[config.mk]
export PLATFORM = sky130hd
export DESIGN_NAME = calculate_position_flat
export DESIGN_NICKNAME = d
export VERILOG_FILES = /design/src/rtl/calculate_position_if.sv /design/src/rtl/calculate_position.sv /design/src/flat_wrapper.sv
export SDC_FILE = /design/constraint.sdc
export NUM_CORES = 1
export LEC_CHECK = 0
export BUFFER_PORTS_ARGS = -buffer_cell sky130_fd_sc_hd__clkbuf_2
export CAP_MARGIN = 20
export CELL_PAD_IN_SITES_DETAIL_PLACEMENT = 1
export CELL_PAD_IN_SITES_GLOBAL_PLACEMENT = 1
export CORE_MARGIN = 2
export CORE_UTILIZATION = 48
export DETAILED_ROUTE_END_ITERATION = 8
export GPL_ROUTABILITY_DRIVEN = 0
export PLACE_DENSITY_LB_ADDON = 0.1
export SYNTH_ARGS = -nofsm -noshare
export SYNTH_HDL_FRONTEND = slang
export SYNTH_SLANG_ARGS = --single-unit
[constraint.sdc]
create_clock -name CLK -period 9.3 [get_ports CLK]
set_clock_uncertainty 0.1 [all_clocks]
set_input_delay 0.93 -clock CLK [delete_from_list [all_inputs] [get_ports CLK]]
set_output_delay 0.93 -clock CLK [all_outputs]
set_load 0.05 [all_outputs]
[src/rtl/calculate_position_if.sv]
// Control, tick and status signals between the teeter controller
// and the ball position integrator.
interface calculate_position_if;
    logic        i_start;
    logic        i_abort;
    logic        i_calc_time;
    logic [31:0] i_velocity;
    logic [15:0] o_position;
    logic        o_rst_v;
    logic        o_hit_left;
    logic        o_hit_right;
    logic        o_in_target;
    logic        o_win;
    logic        o_running;

    modport master (
        output i_start, i_abort, i_calc_time, i_velocity,
        input  o_position, o_rst_v, o_hit_left, o_hit_right,
        input  o_in_target, o_win, o_running
    );

    modport slave (
        input  i_start, i_abort, i_calc_time, i_velocity,
        output o_position, o_rst_v, o_hit_left, o_hit_right,
        output o_in_target, o_win, o_running
    );
endinterface

[src/rtl/calculate_position.sv]
// Ball position integrator: wall clamping, velocity clear requests
// and target-window dwell detection for the teeter game.
module calculate_position #(
    parameter int          POS_SHIFT   = 8,
    parameter logic [15:0] POS_MIN     = 16'd0,
    parameter logic [15:0] POS_MAX     = 16'd255,
    parameter logic [15:0] POS_START   = 16'd128,
    parameter logic [15:0] TARGET_LO   = 16'd200,
    parameter logic [15:0] TARGET_HI   = 16'd215,
    parameter int          DWELL_TICKS = 16
) (
    input logic                  CLK,
    input logic                  i_rst,
    calculate_position_if.slave  bus
);
    typedef enum logic [1:0] {S_IDLE, S_RUN, S_DONE} state_t;

    localparam logic signed [32:0] MIN_ACC =
        33'(POS_MIN) << POS_SHIFT;
    localparam logic signed [32:0] MAX_ACC =
        (33'(POS_MAX) << POS_SHIFT) | ((33'd1 << POS_SHIFT) - 33'd1);
    localparam logic [31:0] START_ACC = 32'(POS_START) << POS_SHIFT;
    localparam logic [15:0] DWELL_END = 16'(DWELL_TICKS);

    state_t      r_state;
    logic [31:0] r_acc;
    logic [15:0] r_dwell;
    logic [15:0] r_position;
    logic        r_rst_v;
    logic        r_hit_left;
    logic        r_hit_right;
    logic        r_win;
    logic        r_running;

    logic signed [32:0] w_sum;
    logic [31:0]        w_next_acc;
    logic [15:0]        w_next_pos;
    logic               w_lo;
    logic               w_hi;
    logic               w_next_in;
    logic [15:0]        w_dwell_inc;

    // 33-bit sum so extreme velocities clamp instead of wrapping
    assign w_sum = $signed({r_acc[31], r_acc})
                 + $signed({bus.i_velocity[31], bus.i_velocity});
    assign w_lo  = (w_sum < MIN_ACC);
    assign w_hi  = (w_sum > MAX_ACC);

    always_comb begin
        w_next_acc = w_sum[31:0];
        if (w_lo)
            w_next_acc = MIN_ACC[31:0];
        else if (w_hi)
            w_next_acc = MAX_ACC[31:0];
    end

    assign w_next_pos  = w_next_acc[POS_SHIFT+15:POS_SHIFT];
    assign w_next_in   = (w_next_pos >= TARGET_LO)
                      && (w_next_pos <= TARGET_HI);
    assign w_dwell_inc = r_dwell + 16'd1;

    always_ff @(posedge CLK or posedge i_rst) begin
        if (i_rst) begin
            r_state     <= S_IDLE;
            r_acc       <= START_ACC;
            r_dwell     <= '0;
            r_position  <= POS_START;
            r_rst_v     <= 1'b1;
            r_hit_left  <= 1'b0;
            r_hit_right <= 1'b0;
            r_win       <= 1'b0;
            r_running   <= 1'b0;
        end else begin
            r_hit_left  <= 1'b0;
            r_hit_right <= 1'b0;
            if (bus.i_abort) begin
                r_state    <= S_IDLE;
                r_acc      <= START_ACC;
                r_dwell    <= '0;
                r_position <= POS_START;
                r_rst_v    <= 1'b1;
                r_win      <= 1'b0;
                r_running  <= 1'b0;
            end else begin
                case (r_state)
                    S_IDLE, S_DONE: begin
                        if (bus.i_start) begin
                            r_state    <= S_RUN;
                            r_acc      <= START_ACC;
                            r_dwell    <= '0;
                            r_position <= POS_START;
                            r_rst_v    <= 1'b0;
                            r_win      <= 1'b0;
                            r_running  <= 1'b1;
                        end
                    end
                    S_RUN: begin
                        r_rst_v <= 1'b0;
                        if (bus.i_calc_time) begin
                            r_acc       <= w_next_acc;
                            r_position  <= w_next_pos;
                            r_hit_left  <= w_lo;
                            r_hit_right <= w_hi;
                            r_rst_v     <= w_lo | w_hi;
                            r_dwell     <= w_next_in ? w_dwell_inc : 16'd0;
                            if (w_next_in && (w_dwell_inc >= DWELL_END)) begin
                                r_state   <= S_DONE;
                                r_win     <= 1'b1;
                                r_running <= 1'b0;
                                r_rst_v   <= 1'b1;
                            end
                        end
                    end
                    default: r_state <= S_IDLE;
                endcase
            end
        end
    end

    assign bus.o_position  = r_position;
    assign bus.o_rst_v     = r_rst_v;
    assign bus.o_hit_left  = r_hit_left;
    assign bus.o_hit_right = r_hit_right;
    assign bus.o_win       = r_win;
    assign bus.o_running   = r_running;
    assign bus.o_in_target = (r_position >= TARGET_LO)
                          && (r_position <= TARGET_HI);
endmodule

[src/flat_wrapper.sv]
// flat-port wrapper written by rule: the top's interface ports become plain ports
module calculate_position_flat 
#(
    parameter int          POS_SHIFT   = 8,
    parameter logic [15:0] POS_MIN     = 16'd0,
    parameter logic [15:0] POS_MAX     = 16'd255,
    parameter logic [15:0] POS_START   = 16'd128,
    parameter logic [15:0] TARGET_LO   = 16'd200,
    parameter logic [15:0] TARGET_HI   = 16'd215,
    parameter int          DWELL_TICKS = 16
)
  (CLK, i_rst, bus_i_start, bus_i_abort, bus_i_calc_time, bus_i_velocity, bus_o_position, bus_o_rst_v, bus_o_hit_left, bus_o_hit_right, bus_o_in_target, bus_o_win, bus_o_running);
  calculate_position_if bus_i ();
  input logic CLK;
  input logic i_rst;
  input wire logic [$bits(bus_i.i_start)-1:0] bus_i_start;
  input wire logic [$bits(bus_i.i_abort)-1:0] bus_i_abort;
  input wire logic [$bits(bus_i.i_calc_time)-1:0] bus_i_calc_time;
  input wire logic [$bits(bus_i.i_velocity)-1:0] bus_i_velocity;
  output wire logic [$bits(bus_i.o_position)-1:0] bus_o_position;
  output wire logic [$bits(bus_i.o_rst_v)-1:0] bus_o_rst_v;
  output wire logic [$bits(bus_i.o_hit_left)-1:0] bus_o_hit_left;
  output wire logic [$bits(bus_i.o_hit_right)-1:0] bus_o_hit_right;
  output wire logic [$bits(bus_i.o_in_target)-1:0] bus_o_in_target;
  output wire logic [$bits(bus_i.o_win)-1:0] bus_o_win;
  output wire logic [$bits(bus_i.o_running)-1:0] bus_o_running;
  assign bus_i.i_start = bus_i_start;
  assign bus_i.i_abort = bus_i_abort;
  assign bus_i.i_calc_time = bus_i_calc_time;
  assign bus_i.i_velocity = bus_i_velocity;
  assign bus_o_position = bus_i.o_position;
  assign bus_o_rst_v = bus_i.o_rst_v;
  assign bus_o_hit_left = bus_i.o_hit_left;
  assign bus_o_hit_right = bus_i.o_hit_right;
  assign bus_o_in_target = bus_i.o_in_target;
  assign bus_o_win = bus_i.o_win;
  assign bus_o_running = bus_i.o_running;
  calculate_position #(.POS_SHIFT(POS_SHIFT), .POS_MIN(POS_MIN), .POS_MAX(POS_MAX), .POS_START(POS_START), .TARGET_LO(TARGET_LO), .TARGET_HI(TARGET_HI), .DWELL_TICKS(DWELL_TICKS)) u_core (.CLK(CLK), .i_rst(i_rst), .bus(bus_i));
endmodule
==> impl_metrics.yaml, run 1 <==
grt:
  grt_antenna_before_repair: 0
  grt_pass1_wl_mm: 23.5
  grtUsageMet1_pct: 34.7
  grt_pass1_vias: 4628
  grt_max_degree: 56
  grt_use_met2_pct: 44.7
  grt_overflow_total: 0
  busiest_layer: "met2"
  use_met3_pct: 2.88
  track_usage_pct: 26.3
synth:
  synthTopCellsByCount: "nand2_1, dfrtp_1, a21oi_1"
  seq_area_frac_synth_pct: 28.5
  yosys_register_bits: 55
  synth_cells: 588
  synth_area_leaders: "dfrtp_1, ha_1, nand2_1"
  post-synth-top-area-cell: "dfrtp_1"
  synth_flop_cell: "dfrtp_1"
  synthArstFlopShare_pct: 100
  synth_edf_count: 0
  yosysWarnings: 0
  synth.most_common_cell: "nand2_1"
  synth_area_per_cell_um2: 8.22
  synth_top_area_share_pct: 27.5
  ys_types: 64
  syn-cell-area_um2: 4830
  syn_nets: 660
hold_path:
  min_path_type: "reg -> reg"
  hold_path_end: "u_core.r_state[1]"
  hold_path.startpoint: "u_core.r_state[0]"
  worstHoldPathCells: 1
sta:
  whs_ns: 0.404
  min_period_ns: 4.47
  slew_headroom_pct: 31.4
  finalSetupViolations: 0
  max_freq_mhz: 224
  worst_slew_pin_slew_ns: 1.02
  period_share_pct: 48.0
  fin_tns_setup_ns: 0
  final_hold_viol_count: 0
  slew_violations: 0
  rsz0062_at_grt: "no"
cells_and_area:
  antenna_cells: 0
  synthToLayoutAreaGrowth_pct: 6.66
  post_route_cells_drive_above_1_share_pct: 13.7
  nets: 682
  fin_cells: 744
  final_util_pct: 52.7
job:
  cap_violations: 0
drt:
  drt_iter0_drc: 158
  vias: 4536
  firstDrtPassIters: 4
  drc_errors: 0
  wirelength_mm: 13.8
  ant_nets: 0
  wire_per_inst_um: 18.5
  viasPerCell: 6.10
critical_path:
  ff2ff_setup_slack_ns: 5.13
  cp_data_arrival_time_ns: 4.58
  reg2reg_from: "u_core.r_acc[0]"
  crit_required_ns: 9.42
  crit_path_end_kind: "flip-flop"
  path_class: "in -> reg"
  crit_path_max_fanout: 24
  reg2reg_depth: 13
  critPathLaunchType: "primary input"
  r2r_end: "u_core.bus.o_position[4]"
power_and_ir_drop:
  p_leak_nw: 2.40
  power_density_nw_per_um2: 101
  total_power_mw: 0.518
  peakVddDrop_mv: 0.0569
clocking:
  numCtsBuffers: 5
  ctsLongestPathBuffers: 2
  cts-root-buf: "clkbuf_8"
  cts_setup_buffers: 0
  hold_buffers: 0
  cts.sinks: 55
  cts_resized: 0
  clk_pin_slew_ns: 0.10
  clk_latency_ns: 0.33
  cts_tree: "built"
  cts_max_level: 2
placed_design:
  hpwl_mm: 10.6
  dp.cells: 736
  io_buffers: 58
die:
  start_util_pct: 49.4
  die_h_um: 104
  die-area_um2: 10900
  ios: 59
  die_x_um: 104
  coreArea_um2: 9770
  num_rows: 36
run_status:
  status: "finished, final reports clean"
[worst max-delay path: stages]
cell and delay, ns:
clkbuf_2 0.08, ha_1 0.17, inv_1 0.06, fa_1 0.39, nand2b_1 0.18, a21oi_1 0.28, o211ai_1 0.22, a2111oi_1 0.51
o21a_1 0.17, o2111ai_1 0.12, a2111o_1 0.36, nor2_4 0.45, a21oi_2 0.32, a221o_1 0.34
[metal layers]
metal	part of all wire (%)	vias up
li1	-	2218
met1	47	2223
met2	48	73
met3	2.7	22
met4	2.5	0
met5	0	-
[flip-flops by register name, summed over array words and instances, names as in the netlist]
register                count
u_core.bus.o_win            1
u_core.bus.o_rst_v          1
u_core.r_acc               17
u_core.bus.o_hit_left       1
u_core.bus.o_running        1
u_core.r_state              2
u_core.bus.o_position      15
u_core.bus.o_hit_right      1
u_core.r_dwell             16
[stage by stage]
stage	cell area [um^2]	setup WS, ns
finish	5150	4.83
floorplan	4830	5.35
CTS	5150	4.84
detailed placement	5070	4.49
global placement	5070	4.66
global route	5150	4.50
[cell type report]
class,count,area [um^2]
fill,1226,4620
inverter,23,86.3
timing repair buffer,61,313
clock buffer,6,72.6
tap,133,166
sequential,55,1380
multi-input combinational,464,3120
clock inverter,2,13.8
[placed cells by master (no fill, tap or decap), types with 4 or more instances in the layout]
cell	netlist	layout
a41oi_1	16	16
o31ai_1	4	4
clkbuf_2	0	58
o21ai_0	29	29
nor2_1	36	36
o211ai_1	9	9
nand3_1	27	27
a31oi_1	6	6
nand4_1	7	7
nor4_1	7	7
clkbuf_8	0	5
xnor2_1	17	17
or2_2	4	4
inv_1	23	22
o21a_1	6	6
a21o_1	8	8
nor2b_1	6	5
a311oi_1	4	4
and3_1	15	15
xor2_1	12	12
or3_1	4	4
nor3_1	14	13
o22ai_1	4	4
a211oi_1	6	6
nand2_1	59	59
ha_1	34	34
and2_1	20	20
a21oi_1	42	42
a21boi_0	4	4
dfrtp_1	53	53
nand2b_1	8	8
a221o_1	15	15
[report_power, final]
group	internal [mW]	switching (mW)	total, mW	leakage [nW]
logic	0.0435	0.0820	0.126	1.60
clock network	0.0536	0.0901	0.144	0.0452
registers	0.244	0.00454	0.249	0.755
[logic make-up (layout without fill, tap and decap cells)]
group,Yosys count,count (layout),share of synthesized area [%]
xor gates and xnor gates,29,29,5.26
AOI/OAI and AO/OA,180,180,26.7
and+or+nand+nor,217,217,22.7
adders and majority gates,35,35,9.22
muxes,3,3,0.622
buffers and inverters,69,92,6.99
DFF,55,55,28.5
[how the worst max path moves through the flow]
stage                 startpoint                  endpoint  cells after the start
6_report       bus_i_velocity[0]  u_core.bus.o_position[4]                     14
3_3_place_gp   bus_i_velocity[0]           u_core.r_acc[0]                     14
2_1_floorplan  bus_i_velocity[0]           u_core.r_acc[4]                     14
5_1_grt        bus_i_velocity[0]  u_core.bus.o_position[4]                     14
4_1_cts        bus_i_velocity[0]  u_core.bus.o_position[4]                     14
3_5_place_dp   bus_i_velocity[0]           u_core.r_acc[7]                     14
Note: power is estimated with default switching activity, not from simulation.
==> run 2: changes to the inputs <==
--- a/config.mk
+++ b/config.mk
@@ -10,7 +10,7 @@
 export CELL_PAD_IN_SITES_DETAIL_PLACEMENT = 1
 export CELL_PAD_IN_SITES_GLOBAL_PLACEMENT = 1
 export CORE_MARGIN = 2
-export CORE_UTILIZATION = 48
+export CORE_UTILIZATION = 45
 export DETAILED_ROUTE_END_ITERATION = 8
 export GPL_ROUTABILITY_DRIVEN = 0
 export PLACE_DENSITY_LB_ADDON = 0.1
==> constraint.sdc (replaced) <==
create_clock -name CLK -period 4.37 [get_ports CLK]
set_clock_uncertainty 0.1 [all_clocks]
set_input_delay 0.437 -clock CLK [delete_from_list [all_inputs] [get_ports CLK]]
set_output_delay 0.437 -clock CLK [all_outputs]
set_load 0.05 [all_outputs]
==> run 2 against run 1 <==
Worst hold slack worse by 0.23 ns. Non-clock buffer count up 4. First-iteration DRC count down 14%. Cell count up 0.94%. Sequential share of layout area down 0.27 points. Die area up 6.4%. Worst setup slack worse by 4.5 ns. Core utilization down 2.5 points. Largest power group unchanged.
==> impl_metrics.yaml, run 2 (same netlist as run 1, synthesis figures left out) <==
run_status:
  status: "finished, final reports clean"
hold_path:
  min_path_type: "in -> reg"
sta:
  rsz0062_at_grt: "no"
  slew_headroom_pct: 47.7
  final_hold_viol_count: 0
  worst_slew_pin_slew_ns: 0.785
  max_freq_mhz: 248
  slew_violations: 0
  period_share_pct: 92.3
  finalSetupViolations: 0
  fin_tns_setup_ns: 0
  min_period_ns: 4.03
critical_path:
  cpMostUsedCell: "a21oi_1"
  critical-path-slowest-cell: "a21oi_2"
  crit_path_max_fanout: 14
  cp_data_arrival_time_ns: 4.22
  crit_required_ns: 4.56
  crit_chain: "ha_1 -> inv_1 -> fa_1 -> nand2b_1 -> a21oi_1 -> o2111ai_1 -> a21oi_1 -> a221oi_1 -> o21ai_0 -> xor2_1 -> nor2_1 -> a21oi_2 -> a221o_1"
  crit_path_end_kind: "flip-flop"
  cpPeakStageDelay_ns: 0.64
  critPathLaunchType: "flip-flop"
  path_class: "reg -> reg"
cells_and_area:
  multi_input_area_um2: 3130
  top_register: "u_core.r_acc"
  register_area_um2: 1380
  nets: 686
  antenna_cells: 0
  fill_cells: 1278
  layout_commonest_cell: "nand2_1"
  synthToLayoutAreaGrowth_pct: 7.74
  post_route_cells_drive_above_1_share_pct: 14.1
  largest_register_ffs: 17
  final_cell_mix: "nand2_1, clkbuf_2, dfrtp_1"
die:
  die-area_um2: 11600
  coreArea_um2: 10400
  ios: 59
  start_util_pct: 46.6
  num_rows: 37
  die_h_um: 108
  die_x_um: 108
drt:
  firstDrtPassIters: 6
  drc_errors: 0
  drt_iter0_drc: 136
  ant_nets: 0
  viasPerCell: 6.11
  wire_per_inst_um: 19.1
  wirelength_mm: 14.4
  vias: 4586
grt:
  grt_max_degree: 41
  track_usage_pct: 25.8
  grt_pass1_vias: 4658
  grt_pass1_wl_mm: 23.5
  grt_antenna_before_repair: 0
  grt_overflow_total: 0
clocking:
  numCtsBuffers: 5
  cts_tree: "built"
  clk_pin_slew_ns: 0.10
  cts_max_level: 2
  ctsLongestPathBuffers: 2
  clk_latency_ns: 0.35
  cts-root-buf: "clkbuf_8"
  cts.sinks: 55
power_and_ir_drop:
  power_density_nw_per_um2: 218
  peakVddDrop_mv: 0.182
  total_power_mw: 1.14
  p_leak_nw: 2.42
placed_design:
  io_buffers: 58
  hpwl_mm: 10.8
job:
  cap_violations: 0
==> run 2: cell type report <==
cell class | instances | share of cell area, %
inverter | 23 | 1.66
multi-input combinational | 464 | 60.1
clock buffer | 7 | 1.66
clock inverter | 1 | 0.168
sequential | 55 | 26.5
timing repair buffer | 65 | 6.63
tap | 136 | 3.27
==> run 2: repair_timing <==
item,CTS,global route
gates resized for setup,0,2
endpoints found under the setup margin,0,2
hold buffers,1,0
endpoints found under the hold margin,15,0
setup buffers,0,0
==> run 2: routing by layer <==
layer / part of all wire (%) / GRT usage (%)
met5: 0 / 0
met1: 47 / 32.9
met2: 48 / 44.5
met3: 2.5 / 3.03
met4: 2.5 / 9.52
==> run 2: path summary, 6_finish.rpt <==
check,endpoint,from,depth (start not counted),slack [ns]
worst min-delay path,u_core.r_state[1],bus_i_start,2,0.18
worst max register to register,u_core.bus.o_position[4],u_core.r_acc[0],13,0.34
min in group asynchronous,u_core.bus.o_position[9],i_rst,3,0.49
worst min register to register,u_core.r_acc[27],u_core.r_acc[27],1,0.40
max in group asynchronous,u_core.bus.o_rst_v,i_rst,4,2.77
worst max-delay path,u_core.bus.o_position[4],u_core.r_acc[0],13,0.34
==> run 2: through the flow <==
step	area (um^2)	hold WS, ns	instances	worst slack (ns)	util [%]
after detailed placement	5090	0.332	742	0.301	49.1
after global placement	5090	0.322	742	0.386	49.1
after CTS	5200	0.173	751	0.367	50.1
after global routing	5200	0.192	751	0.00553	50.2
final	5200	0.176	751	0.336	50.2
after floorplan	4830	0.346	588	0.915	-
==> run 2: critical path: cells and delay by family (launching register included) <==
family / cells / cell delay [ns]
xor+xnor: 1 / 0.41
fa+ha+maj: 2 / 0.57
buf+inv: 1 / 0.06
compound gates: 7 / 2.14
simple gates: 2 / 0.33
flops: 1 / 0.37
==> run 2: power by group <==
| group | switching (mW) | total (mW) | leakage [nW] | internal [mW] |
|---|---|---|---|---|
| clock network | 0.203 | 0.334 | 0.0484 | 0.131 |
| registers | 0.00976 | 0.530 | 0.755 | 0.520 |
| logic | 0.177 | 0.272 | 1.62 | 0.0950 |
| total | 0.390 | 1.14 | 2.42 | 0.746 |
